===== config.mk =====
export PLATFORM = sky130hd
export DESIGN_NAME = fetch_ctrl
export DESIGN_NICKNAME = d
export VERILOG_FILES = /design/src/rtl/fetch_pkg.sv /design/src/rtl/fetch_buf.sv /design/src/rtl/fetch_ctrl.sv
export SDC_FILE = /design/constraint.sdc
export NUM_CORES = 1
export LEC_CHECK = 0
export CORE_UTILIZATION = 36
export CTS_CLUSTER_SIZE = 30
export DETAILED_ROUTE_END_ITERATION = 8
export GPL_TIMING_DRIVEN = 0
export HOLD_SLACK_MARGIN = 0.06
export PLACE_DENSITY_LB_ADDON = 0.2
export SYNTH_ARGS = -nofsm -noshare
export SYNTH_HDL_FRONTEND = slang
export SYNTH_SLANG_ARGS = --single-unit

===== constraint.sdc =====
create_clock -name clk -period 8.55 [get_ports clk]
set_clock_uncertainty 0.15 [all_clocks]
set_input_delay 2.1375 -clock clk [delete_from_list [all_inputs] [get_ports clk]]
set_output_delay 2.1375 -clock clk [all_outputs]
set_load 0.01 [all_outputs]

===== src/rtl/fetch_pkg.sv =====
// rtl/fetch_pkg.sv - shared types and constants for the instruction-fetch sequencer
package fetch_pkg;

  localparam int          INSTR_W   = 32;
  localparam int          PC_INC    = 4;
  localparam logic [31:0] NOP_INSTR = 32'h0000_0013;

  typedef enum logic [1:0] {
    BOOT = 2'd0,
    RUN  = 2'd1,
    HALT = 2'd2
  } fetch_state_e;

endpackage


===== src/rtl/fetch_buf.sv =====
// rtl/fetch_buf.sv - small synchronous FIFO of {pc, instr} entries; flush beats push and pop
module fetch_buf
  import fetch_pkg::*;
#(
  parameter int PC_W  = 32,
  parameter int DEPTH = 2
) (
  input  logic               clk,
  input  logic               rst_n,
  input  logic               flush_i,
  input  logic               push_i,
  input  logic [PC_W-1:0]    push_pc_i,
  input  logic [INSTR_W-1:0] push_instr_i,
  input  logic               pop_i,
  output logic               full_o,
  output logic               empty_o,
  output logic [PC_W-1:0]    head_pc_o,
  output logic [INSTR_W-1:0] head_instr_o
);

  localparam int AW = $clog2(DEPTH);

  logic [PC_W-1:0]    pc_mem_q    [DEPTH];
  logic [INSTR_W-1:0] instr_mem_q [DEPTH];
  logic [AW-1:0]      wr_q, wr_d, rd_q, rd_d;
  logic [AW:0]        cnt_q, cnt_d;
  logic               do_push, do_pop;

  assign empty_o = (cnt_q == '0);
  assign full_o  = (cnt_q == (AW+1)'(DEPTH));
  assign do_pop  = pop_i && !empty_o;
  // A full buffer can still accept a word when the head leaves in the same cycle.
  assign do_push = push_i && (!full_o || do_pop);

  always_comb begin
    wr_d  = wr_q;
    rd_d  = rd_q;
    cnt_d = cnt_q;
    if (flush_i) begin
      wr_d  = '0;
      rd_d  = '0;
      cnt_d = '0;
    end else begin
      if (do_push) wr_d = wr_q + AW'(1);
      if (do_pop)  rd_d = rd_q + AW'(1);
      if (do_push && !do_pop)      cnt_d = cnt_q + (AW+1)'(1);
      else if (do_pop && !do_push) cnt_d = cnt_q - (AW+1)'(1);
    end
  end

  always_ff @(posedge clk) begin
    if (!rst_n) begin
      wr_q  <= '0;
      rd_q  <= '0;
      cnt_q <= '0;
    end else begin
      wr_q  <= wr_d;
      rd_q  <= rd_d;
      cnt_q <= cnt_d;
    end
  end

  always_ff @(posedge clk) begin
    if (rst_n && !flush_i && do_push) begin
      pc_mem_q[wr_q]    <= push_pc_i;
      instr_mem_q[wr_q] <= push_instr_i;
    end
  end

  assign head_pc_o    = empty_o ? '0 : pc_mem_q[rd_q];
  assign head_instr_o = empty_o ? '0 : instr_mem_q[rd_q];

endmodule


===== src/rtl/fetch_ctrl.sv =====
// rtl/fetch_ctrl.sv - PC sequencer feeding a combinational instr_mem and a decode handshake
module fetch_ctrl
  import fetch_pkg::*;
#(
  parameter int              PC_W      = 32,
  parameter logic [PC_W-1:0] RESET_PC  = '0,
  parameter int              BUF_DEPTH = 2
) (
  input  logic               clk,
  input  logic               rst_n,
  output logic [PC_W-1:0]    imem_addr,
  output logic               imem_en,
  input  logic [INSTR_W-1:0] imem_rdata,
  output logic               out_valid,
  input  logic               out_ready,
  output logic [INSTR_W-1:0] out_instr,
  output logic [PC_W-1:0]    out_pc,
  input  logic               redirect_valid,
  input  logic [PC_W-1:0]    redirect_pc,
  output logic               fetch_err,
  output logic [31:0]        fetch_count
);

  fetch_state_e    state_q, state_d;
  logic [PC_W-1:0] pc_q, pc_d;
  logic            err_q, err_d;
  logic [31:0]     cnt_q, cnt_d;
  logic            buf_full, buf_empty, pop, misaligned;

  assign misaligned = |redirect_pc[1:0];
  // A redirect swallows any pop offered in the same cycle.
  assign pop        = out_valid && out_ready && !redirect_valid;

  always_ff @(posedge clk) begin
    if (!rst_n) state_q <= BOOT;
    else        state_q <= state_d;
  end

  always_comb begin
    state_d = state_q;
    if (redirect_valid) begin
      state_d = misaligned ? HALT : RUN;
    end else begin
      case (state_q)
        BOOT:    state_d = RUN;
        RUN:     state_d = RUN;
        HALT:    state_d = HALT;
        default: state_d = BOOT;
      endcase
    end
  end

  always_comb begin
    imem_en = 1'b0;
    if (state_q == RUN && !redirect_valid) imem_en = !buf_full || pop;
  end

  always_comb begin
    pc_d  = pc_q;
    err_d = err_q;
    cnt_d = cnt_q;
    if (redirect_valid) begin
      pc_d = redirect_pc;
      if (misaligned) err_d = 1'b1;
    end else if (imem_en) begin
      pc_d = pc_q + PC_W'(PC_INC);
    end
    if (pop) cnt_d = cnt_q + 32'd1;
  end

  always_ff @(posedge clk) begin
    if (!rst_n) begin
      pc_q  <= RESET_PC;
      err_q <= 1'b0;
      cnt_q <= '0;
    end else begin
      pc_q  <= pc_d;
      err_q <= err_d;
      cnt_q <= cnt_d;
    end
  end

  fetch_buf #(
    .PC_W  (PC_W),
    .DEPTH (BUF_DEPTH)
  ) u_buf (
    .clk          (clk),
    .rst_n        (rst_n),
    .flush_i      (redirect_valid),
    .push_i       (imem_en),
    .push_pc_i    (pc_q),
    .push_instr_i (imem_rdata),
    .pop_i        (pop),
    .full_o       (buf_full),
    .empty_o      (buf_empty),
    .head_pc_o    (out_pc),
    .head_instr_o (out_instr)
  );

  assign out_valid   = !buf_empty;
  assign imem_addr   = pc_q;
  assign fetch_err   = err_q;
  assign fetch_count = cnt_q;

endmodule


==> impl_metrics.csv <==
group,metric,value,unit
drt,vias,6261,
timing,fin_ws,1870,ps
layout,seqCellArea,5290,sq um
pwr,swShare,0.226,
pwr,power_frac_clock,0.407,
drt,drt-vias-per-instance,4.92,
layout,num_antenna_cells,0,
placement,portBuffers,198,
pwr,ir_drop,0.000121,V
timing,relSlewSlack,0.328,
pwr,cellPowerDensity,178,nW/um^2
pwr,p_sw,0.465,mW
clock_tree,insertion_delay,430,ps
setup_path,path_class,"input pin to output pin",
grt,track_usage,0.182,
setup_path,critical_path_required,6260,ps
synthesis,ys_seq_elements,200,
clock_tree,clkSinkCount,200,
pwr,combPwrFrac,0.076,
synthesis,yosysSeqAreaShare,0.621,
synthesis,syn_area_per_cell,11.7,sq um
clock_tree,cts_buffers,17,
timing,finalSetupViolCount,0,
job,drv_cap,0,
timing,maxSlewViolCount,0,
placement,routabilityCongestion,0.810,
synthesis,async_flop_share,0,
setup_path,path_cells,"clkdlybuf4s50_1 > or3b_2 > nand3_2 > buf_1 > inv_1 > clkdlybuf4s50_1",
drt,drtIter0Drc,444,
placement,post-dp-hpwl,15600,um
clock_tree,post_cts_buffers,0,
synthesis,synth-edff-count,128,
clock_tree,cts_tree,"yes",
setup_path,crit_fanout,10,
clock_tree,clock_path_buffers,2,
synthesis,ys_warn_count,0,
clock_tree,h-tree-depth,4,
pwr,seqPwrFrac,0.517,
floorplan,die_area,24300,sq um
setup_path,slowest_delay,530,ps
drt,firstDrtPassIters,4,
synthesis,yosys-top-cells-area,"edfxtp_1 (45%), dfxtp_1 (17%), mux2i_1 (8.0%), nor2_1 (5.5%), xor2_1 (3.2%)",
clock_tree,ctsRootBufferMaster,"clkbuf_16",
timing,tightestPinTransition,1000,ps
timing,fin_crit,6680,ps
clock_tree,cts-hold-fix-buffers,0,
timing,rsz0062_at_grt,"no",
setup_path,cp-start-kind,"input pin",
floorplan,rows,55,
setup_path,worstPathArrival,4400,ps
synthesis,synth_top_cell_by_area,"edfxtp_1",
timing,hold_viol,0,
run_status,status,"complete, no violations",
drt,post-route-drc-count,0,
placement,dp_slack,1890,ps
synthesis,synth_nets,797,
grt,grt_max_degree,61,
synthesis,synth_top_area_share,0.451,
pwr,intPower,1.59,mW
drt,detail_route.wirelength,21900,um
layout,layout.nets,1017,
hold_path,min_path_type,"flop to flop",
floorplan,die_x,156,um
pwr,total_power,2.06,mW
layout,multi_input_area,3040,sq um
setup_path,cpMaxStageDelayCell,"clkdlybuf4s50_1",
synthesis,synth.distinct_cells,57,
layout,area_delta_synth_final,36.0,%
grt,grt_pass1_wl,33200,um
clock_tree,clk_pin_slew,70,ps
drt,drtAntennaViolNets,0,
layout,drive_gt1_frac,0.0594,
setup_path,crit_path_frequent_cell,"clkdlybuf4s50_1",
timing,finalCritPeriodShare,0.782,
drt,drt-wirelength-per-cell,17.2,um
grt,antenna_found_initial,1,
setup_path,endpoint_kind,"output pin",
floorplan,io_pins,199,
synthesis,synth_area,8510,sq um
layout,fillCellCount,2043,
grt,grt_pass1_vias,5843,
synthesis,synth_ff_type,"edfxtp_1",
floorplan,core-area,22900,sq um
synthesis,syn_inst,726,
pwr,p_leak,3.80,nW
clock_tree,cts.repair.resized,0,
grt,gr-total-overflow,0,
timing,max_freq,0.150,GHz
floorplan,fp.dieH,156,um
floorplan,initial_core_util,0.371,
## cell usage after synthesis, drive strengths merged (4+ instances only)
library cell    n
nor2          125
mux2i          68
and4            8
xor2           31
clkbuf         23
nand4          24
or3             4
a31oi          11
o21ai          20
xnor2           7
nand2b          5
nor4            8
buf            15
and3           12
nand3          35
nor3            5
a22oi           7
and2            6
mux2            5
dfxtp          72
inv            12
a21oi          22
nand2          37
edfxtp        128
## worst max-delay path: cells and delay by family
kind,cells,cell delay (ps)
buffers and inverters,4,1560
and+or+nand+nor,2,700
## cell families after synthesis
family / share of synthesized area
xor+xnor: 0.0391
simple gates: 0.167
compound gates: 0.0581
fa+ha+maj: 0.00441
mux: 0.0866
buf+inv: 0.0237
flops: 0.621
## area by class of cell
type | instances | area share
multi-input cells | 476 | 0.262
plain buffers | 38 | 0.0135
well taps | 313 | 0.0338
flip-flops and latches | 200 | 0.456
clock inverters | 15 | 0.0161
inverters | 12 | 0.00389
repair buffers | 201 | 0.177
clock buffers | 17 | 0.0367
## flip-flops by register name, summed over array words and instances (netlist names), named ones only
| name | flops |
|---|---|
| fetch_err | 1 |
| u_buf.cnt_q | 2 |
| imem_addr | 32 |
| u_buf.instr_mem_q | 64 |
| u_buf.wr_q | 1 |
| fetch_count | 32 |
| u_buf.rd_q | 1 |
| state_q | 2 |
| u_buf.pc_mem_q | 64 |
## layer usage
layer / global-route usage / part of all wire / up-vias / wire length (um)
li1: - / - / 3078 / -
met2: 0.292 / 0.47 / 203 / 10200
met5: 0 / 0 / - / 0
met4: 0.0537 / 0.012 / 0 / 264
met1: 0.241 / 0.46 / 2964 / 10000
met3: 0.0467 / 0.065 / 16 / 1420
## cells in the final DEF, fill, tap and decap left out, types with 17 or more instances in the layout
cell,instances
nand3_1,32
nand4_1,23
nor2_1,124
xor2_1,31
mux2i_1,68
dfxtp_1,72
nand2_1,37
clkdlybuf4s50_1,198
clkbuf_16,17
a21oi_1,22
o21ai_0,19
clkbuf_1,23
edfxtp_1,128
## power groups by stage
| stage | Sequential [mW] | Clock (mW) | Combinational [mW] |
|---|---|---|---|
| 2_1_floorplan | 1.08 | 0 | 0.0594 |
| 3_3_place_gp | 1.09 | 0 | 0.155 |
| 3_5_place_dp | 1.09 | 0 | 0.158 |
| 4_1_cts | 1.06 | 0.855 | 0.158 |
| 5_1_grt | 1.07 | 0.893 | 0.169 |
| 6_report | 1.06 | 0.838 | 0.156 |
## per-stage QoR
step	hold WS [ps]	std cells	setup TNS [ps]	instance area (sq um)	utilization
6_report	306	1272	0	11600	0.505
5_1_grt	341	1272	0	11600	0.505
4_1_cts	308	1272	0	11600	0.505
3_5_place_dp	289	1240	0	11000	0.479
2_1_floorplan	320	726	0	8510	-
3_3_place_gp	286	1237	-808	10900	0.475
## worst paths after layout
path / from / to / slack, ps / depth (start not counted)
setup / recovery: out_ready / imem_en / 1870 / 6
hold / removal: fetch_err$_SDFFE_PN0P_ / fetch_err$_SDFFE_PN0P_ / 310 / 2
setup reg to reg: u_buf.cnt_q[1]$_SDFFE_PP0P_ / u_buf.cnt_q[1]$_SDFFE_PP0P_ / 5820 / 8
hold reg to reg: fetch_err$_SDFFE_PN0P_ / fetch_err$_SDFFE_PN0P_ / 310 / 2
(Power assumes the default switching activity.)
